**src/rtl/game_timer_pkg.sv**
```systemverilog
// Shared types, constants and BCD helpers for the MM:SS game countdown timer.
package game_timer_pkg;

    typedef enum logic [1:0] {
        ST_IDLE    = 2'd0,
        ST_RUN     = 2'd1,
        ST_PAUSED  = 2'd2,
        ST_EXPIRED = 2'd3
    } timer_state_t;

    typedef logic [3:0] bcd_t;

    localparam bcd_t BCD_MAX_ONES = 4'd9;
    localparam bcd_t BCD_MAX_TENS = 4'd5;

    function automatic bcd_t clamp_bcd(input bcd_t v, input bcd_t max_v);
        return (v > max_v) ? max_v : v;
    endfunction

    function automatic logic [9:0] total_secs(input bcd_t m, input bcd_t t, input bcd_t o);
        return 10'(m) * 10'd60 + 10'(t) * 10'd10 + 10'(o);
    endfunction

endpackage

```
**src/rtl/bcd_down_digit.sv**
```systemverilog
// One loadable BCD down-counting digit; wraps 0 -> MAX and raises borrow_o on that wrap.
module bcd_down_digit
    import game_timer_pkg::*;
#(
    parameter int MAX     = 9,
    parameter int RST_VAL = 0
) (
    input  logic clk,
    input  logic rst_n,
    input  logic load_i,
    input  bcd_t load_val_i,
    input  logic dec_en_i,
    output bcd_t digit_o,
    output logic borrow_o
);

    bcd_t digit_q;

    always_ff @(posedge clk or negedge rst_n) begin
        if (!rst_n) begin
            digit_q <= 4'(RST_VAL);
        end else if (load_i) begin
            digit_q <= clamp_bcd(load_val_i, 4'(MAX));
        end else if (dec_en_i) begin
            digit_q <= (digit_q == 4'd0) ? 4'(MAX) : digit_q - 4'd1;
        end
    end

    assign digit_o  = digit_q;
    assign borrow_o = dec_en_i && (digit_q == 4'd0);

endmodule

```
**src/rtl/game_countdown_timer.sv**
```systemverilog
// Loadable MM:SS BCD round timer driven by a one-cycle tick; warn blinks when GAME_TIMER_BLINK_EN is defined.
// State | meaning: IDLE loaded/waiting, RUN counting, PAUSED frozen, EXPIRED holding 00:00.
module game_countdown_timer
    import game_timer_pkg::*;
#(
    parameter int INIT_MIN  = 2,
    parameter int INIT_SEC  = 0,
    parameter int WARN_SECS = 10
) (
    input  logic       clk,
    input  logic       resetN,
    input  logic       tick,
    input  logic       start,
    input  logic       pause,
    input  logic       load,
    input  logic [3:0] load_min,
    input  logic [7:0] load_sec,
    output logic [3:0] min_digit,
    output logic [3:0] sec_tens,
    output logic [3:0] sec_ones,
    output logic       running,
    output logic       expired,
    output logic       time_up,
    output logic       warn
);

    // Reset asserts asynchronously, deasserts two clk edges after resetN rises.
    logic [1:0] rst_sync_q;
    logic       rst_n;

    always_ff @(posedge clk or negedge resetN) begin
        if (!resetN) rst_sync_q <= 2'b00;
        else         rst_sync_q <= {rst_sync_q[0], 1'b1};
    end
    assign rst_n = rst_sync_q[1];

    timer_state_t state_q, state_d;
    logic         dec, time_up_d, win_d;
    logic         borrow_ones, borrow_tens, borrow_min;
    logic [9:0]   total_now, total_d;
    logic         running_q, expired_q, time_up_q, warn_q;

    bcd_down_digit #(.MAX(9), .RST_VAL(INIT_SEC % 10)) u_ones (
        .clk(clk), .rst_n(rst_n), .load_i(load), .load_val_i(load_sec[3:0]),
        .dec_en_i(dec), .digit_o(sec_ones), .borrow_o(borrow_ones)
    );
    bcd_down_digit #(.MAX(5), .RST_VAL(INIT_SEC / 10)) u_tens (
        .clk(clk), .rst_n(rst_n), .load_i(load), .load_val_i(load_sec[7:4]),
        .dec_en_i(borrow_ones), .digit_o(sec_tens), .borrow_o(borrow_tens)
    );
    bcd_down_digit #(.MAX(9), .RST_VAL(INIT_MIN)) u_min (
        .clk(clk), .rst_n(rst_n), .load_i(load), .load_val_i(load_min),
        .dec_en_i(borrow_tens), .digit_o(min_digit), .borrow_o(borrow_min)
    );

    assign total_now = total_secs(min_digit, sec_tens, sec_ones);

    always_comb begin
        state_d   = state_q;
        time_up_d = 1'b0;
        dec       = 1'b0;
        if (load) begin
            state_d = ST_IDLE;
        end else begin
            case (state_q)
                ST_IDLE: if (start) begin
                    state_d   = (total_now == 10'd0) ? ST_EXPIRED : ST_RUN;
                    time_up_d = (total_now == 10'd0);
                end
                ST_RUN: if (pause) begin
                    state_d = ST_PAUSED;
                end else if (tick && !start) begin
                    dec = 1'b1;
                    if (total_now == 10'd1) begin
                        state_d   = ST_EXPIRED;
                        time_up_d = 1'b1;
                    end
                end
                ST_PAUSED: if (start) state_d = ST_RUN;
                default: ;
            endcase
        end

        if (load)
            total_d = total_secs(clamp_bcd(load_min, BCD_MAX_ONES),
                                 clamp_bcd(load_sec[7:4], BCD_MAX_TENS),
                                 clamp_bcd(load_sec[3:0], BCD_MAX_ONES));
        else if (dec)
            total_d = total_now - 10'd1;
        else
            total_d = total_now;

        win_d = ((state_d == ST_RUN) || (state_d == ST_PAUSED)) &&
                (total_d != 10'd0) && (32'(total_d) <= WARN_SECS);
    end

`ifdef GAME_TIMER_BLINK_EN
    logic win_q;
`endif

    always_ff @(posedge clk or negedge rst_n) begin
        if (!rst_n) begin
            state_q   <= ST_IDLE;
            running_q <= 1'b0;
            expired_q <= 1'b0;
            time_up_q <= 1'b0;
            warn_q    <= 1'b0;
`ifdef GAME_TIMER_BLINK_EN
            win_q     <= 1'b0;
`endif
        end else begin
            state_q   <= state_d;
            running_q <= (state_d == ST_RUN);
            expired_q <= (state_d == ST_EXPIRED);
            time_up_q <= time_up_d;
`ifdef GAME_TIMER_BLINK_EN
            win_q <= win_d;
            if (!win_d)     warn_q <= 1'b0;
            else if (!win_q) warn_q <= 1'b1;
            else if (dec)    warn_q <= ~warn_q;
`else
            warn_q <= win_d;
`endif
        end
    end

    assign running = running_q;
    assign expired = expired_q;
    assign time_up = time_up_q;
    assign warn    = warn_q;

endmodule

```
**config.mk**
```make
export PLATFORM = sky130hd
export DESIGN_NAME = game_countdown_timer
export DESIGN_NICKNAME = d
export VERILOG_FILES = /design/src/rtl/game_timer_pkg.sv /design/src/rtl/bcd_down_digit.sv /design/src/rtl/game_countdown_timer.sv
export SDC_FILE = /design/constraint.sdc
export NUM_CORES = 1
export LEC_CHECK = 0
export ABC_AREA = 1
export BUFFER_PORTS_ARGS = -buffer_cell sky130_fd_sc_hd__buf_2
export CAP_MARGIN = 40
export CORE_UTILIZATION = 60
export CTS_CLUSTER_SIZE = 25
export DETAILED_ROUTE_END_ITERATION = 16
export PLACE_DENSITY = 0.86
export SLEW_MARGIN = 40
export SYNTH_ARGS = -nofsm -noshare
export SYNTH_HDL_FRONTEND = slang
export SYNTH_HIERARCHICAL = 1
export SYNTH_SLANG_ARGS = --single-unit
```
**constraint.sdc**
```tcl
create_clock -name clk -period 0.9 [get_ports clk]
set_input_delay 0.045 -clock clk [delete_from_list [all_inputs] [get_ports clk]]
set_output_delay 0.045 -clock clk [all_outputs]
set_load 0.01 [all_outputs]
```
==> impl_metrics.sql, run 1 <==
INSERT INTO impl_metrics (metric_group, metric, value, unit) VALUES
('placed_design', 'routabilityCongestion', '0.918', ''),
('clocking', 'clock_buffer_depth', '2', ''),
('clocking', 'clock_sink_count', '20', ''),
('global_routing', 'grt.total_usage', '75.1', '%'),
('synthesis', 'synthCells', '492', ''),
('placed_design', 'place_area', '4400', 'µm²'),
('timing', 'timing.repair.worst_endpoint_type', 'register input', ''),
('synthesis', 'syn_area', '3330', 'µm²'),
('floorplan', 'initial_utilization', '63.5', '%'),
('clocking', 'root_buffer_selected_by_cts', 'clkbuf_8', ''),
('floorplan', 'die_x', '76.5', 'µm'),
('synthesis', 'syn_area_per_cell', '6.76', 'µm²'),
('global_routing', 'grt_max_degree', '19', ''),
('clocking', 'htreeDepth', '1', ''),
('placed_design', 'place_inst', '686', ''),
('floorplan', 'top_level_ports', '34', ''),
('floorplan', 'die_height', '76.5', 'µm'),
('placed_design', 'detailed_place_hpwl', '8350', 'µm'),
('run_status', 'first_err', '[ERROR GRT-0232] Routing congestion too high. Check the congestion heatmap in the GUI.', ''),
('placed_design', 'io_buffer_count', '33', ''),
('run_status', 'haltStage', '5_1_grt', ''),
('run_status', 'outcome', 'stopped before the end', ''),
('clocking', 'tritoncts.num_buffers', '3', ''),
('synthesis', 'synth_warnings', '6', ''),
('floorplan', 'cell_row_count', '26', ''),
('timing', 'worst_endpoint', 'warn$_DFF_PN0_/D', ''),
('global_routing', 'grt_overflow_total', '92', '');
## metrics by stage
| stage | TNS [ns] | setup slack [ns] |
|---|---|---|
| after floorplan | -20.30 | -3.47 |
| after global placement | -22.41 | -3.51 |
| after detailed placement | -23.97 | -3.70 |
| after CTS | -25.08 | -3.61 |
## routing by layer
layer	GRT usage [%]	overflow
met1	69.1	2
met2	98.4	55
met3	54.5	0
met4	88.1	35
met5	8.18	0
## timing repair
action | 4_1_cts
hold buffers | 1
setup endpoints to repair | 30
hold endpoints to repair | 2
resized for setup | 45
pin swaps | 26
setup buffers | 6
==> inputs of run 2 (changes only) <==
--- a/config.mk
+++ b/config.mk
@@ -8,10 +8,9 @@
 export ABC_AREA = 1
 export BUFFER_PORTS_ARGS = -buffer_cell sky130_fd_sc_hd__buf_2
 export CAP_MARGIN = 40
-export CORE_UTILIZATION = 60
-export CTS_CLUSTER_SIZE = 25
+export CORE_UTILIZATION = 40
 export DETAILED_ROUTE_END_ITERATION = 16
-export PLACE_DENSITY = 0.86
+export PLACE_DENSITY_LB_ADDON = 0.15
 export SLEW_MARGIN = 40
 export SYNTH_ARGS = -nofsm -noshare
 export SYNTH_HDL_FRONTEND = slang
==> impl_metrics.sql, run 2 <==
INSERT INTO impl_metrics (metric_group, metric, value, unit) VALUES
('pwr', 'power_report.internal_total', '7.42', 'mW'),
('critical_path', 'critical_path.reg2reg.startpoint', 'u_min/digit_o[1]$_DFFE_PN1P_', ''),
('clocking', 'path_clk_slew', '0.08', 'ns'),
('routing', 'drc', '0', ''),
('timing', 'hold_viol', '0', ''),
('global_routing', 'grt_first_pass_wirelength', '15400', 'µm'),
('clocking', 'tritoncts.num_buffers', '3', ''),
('global_routing', 'grt_busiest_layer', 'met2', ''),
('synthesis', 'syn_area', '3330', 'µm²'),
('floorplan', 'initial_utilization', '42.2', '%'),
('clocking', 'tritoncts', 'built', ''),
('routing', 'vias', '3580', ''),
('layout', 'area_growth', '50.3', '%'),
('timing', 'finClkSkew', '0.00136', 'ns'),
('pwr', 'powerDensity', '2780', 'nW/µm²'),
('layout', 'multi_input_comb_area', '2770', 'µm²'),
('placed_design', 'detailed_place_hpwl', '7110', 'µm'),
('pwr', 'power.share.switching', '46.7', '%'),
('pwr', 'irDropWorstVdd', '1.39', 'mV'),
('floorplan', 'dieArea', '8690', 'µm²'),
('global_routing', 'grt_pass1_vias', '3636', ''),
('routing', 'detailedRoute.firstIterationViolations', '142', ''),
('timing', 'final-max-slew-violation-count', '0', ''),
('run_status', 'violations_in_the_final_reports', 'setup timing', ''),
('timing', 'whs', '0.0930', 'ns'),
('hold_path', 'hold_path_class', 'input pin to asynchronous set/reset pin', ''),
('placed_design', 'routabilityCongestion', '0.840', ''),
('clocking', 'htreeDepth', '1', ''),
('floorplan', 'die_height', '93.2', 'µm'),
('synthesis', 'syn_area_per_cell', '6.76', 'µm²'),
('flow_run', 'maxCapViolations', '0', ''),
('pwr', 'pwr-share-comb', '85.8', '%'),
('layout', 'register_area', '502', 'µm²'),
('global_routing', 'grt_antenna_before_repair', '0', ''),
('placed_design', 'place_inst', '720', ''),
('layout', 'num-fill-cells', '707', ''),
('floorplan', 'top_level_ports', '34', ''),
('global_routing', 'grt_overflow_total', '0', ''),
('clocking', 'clock_sink_count', '20', ''),
('global_routing', 'grt_max_degree', '19', ''),
('global_routing', 'grt_util_met3', '1.46', '%'),
('critical_path', 'critical_path.reg2reg.endpoint', 'expired$_DFF_PN0_', ''),
('timing', 'finalSetupViolations', '30', ''),
('clocking', 'clock_buffer_depth', '2', ''),
('clocking', 'root_buffer_selected_by_cts', 'clkbuf_8', ''),
('pwr', 'seq_power_share', '7.6', '%'),
('clocking', 'clkLatencyLatePin', '0.27', 'ns'),
('layout', 'layout_cell_share_with_drive_strength_beyond_1', '36.7', '%'),
('critical_path', 'crit_path_start_kind', 'flip-flop', ''),
('layout', 'final_cell_mix', 'nand2_1, buf_4, inv_1', ''),
('pwr', 'leakage', '2.77', 'nW'),
('synthesis', 'synthCells', '492', ''),
('global_routing', 'global_route.usage.met2', '40.4', '%'),
('run_status', 'outcome', 'complete, but fails checks', ''),
('critical_path', 'setup.worst_path.end_class', 'flip-flop', ''),
('critical_path', 'timing.critical_path.arrival', '4.65', 'ns'),
('timing', 'timing.setup.tns', '-25.53', 'ns'),
('routing', 'route.detailed.wl_per_inst', '11.6', 'µm'),
('timing', 'rsz0062_at_grt', 'yes', ''),
('placed_design', 'placement.setup.worst_slack', '-3.67', 'ns'),
('routing', 'drt_first_pass_iters', '5', ''),
('pwr', 'netsw', '6.49', 'mW'),
('critical_path', 'worstRegToRegCells', '25', ''),
('layout', 'antenna-diode-count', '0', ''),
('layout', 'finalNetCount', '737', ''),
('routing', 'postRouteWirelength', '8660', 'µm'),
('global_routing', 'grt.total_usage', '22.1', '%'),
('synthesis', 'synth_warnings', '6', ''),
('timing', 'fin_crit_sh', '493', '%'),
('timing', 'timing.final.crit_period', '4.44', 'ns'),
('layout', 'finalNonFillerCells', '748', ''),
('critical_path', 'timing_worst_setup_path_type', 'flip-flop to flip-flop', ''),
('critical_path', 'critical_path_required', '1.11', 'ns'),
('placed_design', 'io_buffer_count', '33', ''),
('routing', 'post_drt_via_cell_ratio', '4.79', ''),
('critical_path', 'path_max_fanout', '4', ''),
('global_routing', 'grt_util_met1', '28.2', '%'),
('layout', 'final_common_cell', 'nand2_1', ''),
('floorplan', 'placeableCoreArea', '7890', 'µm²'),
('pwr', 'p_clk_share', '6.7', '%'),
('timing', 'max_clock_freq', '225', 'MHz'),
('timing', 'setup_ws', '-3.54', 'ns'),
('critical_path', 'worst-r2r-setup-slack', '-3.54', 'ns'),
('floorplan', 'cell_row_count', '32', ''),
('routing', 'remaining_number_of_nets_flagged_by_the_antenna_check_after_routing', '0', ''),
('floorplan', 'die_x', '93.2', 'µm');
-- run 2: repair_timing --
item | 4_1_cts | 5_1_grt
pin swaps | 24 | 10
hold buffers | 1 | 0
setup endpoints to repair | 30 | 30
buffers inserted | 17 | 12
gates resized for setup | 47 | 33
hold endpoints to repair | 2 | 0
-- run 2: worst max-delay path by stage --
stage	startpoint	end	slack [ns]
detailed placement	u_min/digit_o[1]$_DFFE_PN1P_	warn$_DFF_PN0_	-3.67
CTS	u_min/digit_o[1]$_DFFE_PN1P_	warn$_DFF_PN0_	-3.58
global placement	u_min/digit_o[1]$_DFFE_PN1P_	warn$_DFF_PN0_	-3.57
finish	u_min/digit_o[1]$_DFFE_PN1P_	expired$_DFF_PN0_	-3.54
floorplan	u_min/digit_o[1]$_DFFE_PN1P_	warn$_DFF_PN0_	-3.47
global route	u_min/digit_o[1]$_DFFE_PN1P_	warn$_DFF_PN0_	-3.82
-- run 2: area by class of cell --
class	instances	area share (%)
inverter	88	6.65
multi-input combinational	381	55.3
tap	102	2.55
sequential	20	10.0
clock buffer	3	0.825
clock inverter	1	0.600
timing repair buffer	153	24.1
-- run 2: power groups by stage --
stage	Combinational [mW]	Sequential (mW)	Clock, mW
4_1_cts	11.4	1.05	0.940
3_3_place_gp	9.56	1.05	0
6_report	11.9	1.05	0.930
3_5_place_dp	9.70	1.06	0
2_1_floorplan	6.35	1.18	0
5_1_grt	13.2	1.06	0.994
-- run 2: critical path, cell delays in order, from the launching register on --
cell	delay, ns
dfstp_2	0.56
fa_1	0.42
fa_1	0.47
ha_1	0.31
nand2_1	0.08
inv_2	0.04
a21oi_2	0.14
xnor2_1	0.09
ha_1	0.33
ha_4	0.27
nand2_2	0.06
inv_2	0.04
nand3_2	0.05
nand3_2	0.09
xnor2_2	0.17
inv_2	0.07
nor2_4	0.15
nand3_2	0.11
nor3_4	0.15
buf_4	0.13
buf_4	0.09
buf_4	0.09
buf_4	0.09
nor2_1	0.04
nor2_1	0.14
ha_2	0.19
-- run 2: stage by stage --
step	total power [mW]	area (µm²)	utilization, %
finish	13.9	5000	63.4
CTS	13.4	4870	61.7
floorplan	7.52	3460	-
detailed placement	10.8	4450	56.4
global placement	10.6	4450	56.4
global route	15.3	5000	63.4
-- run 2: routing by layer --
layer  routed length, µm  vias up
met3                 142        8
met2                4380       44
met1                4040     1654
met5                   0        -
met4                  99        0
li1                    -     1874
(Power assumes the default switching activity.)
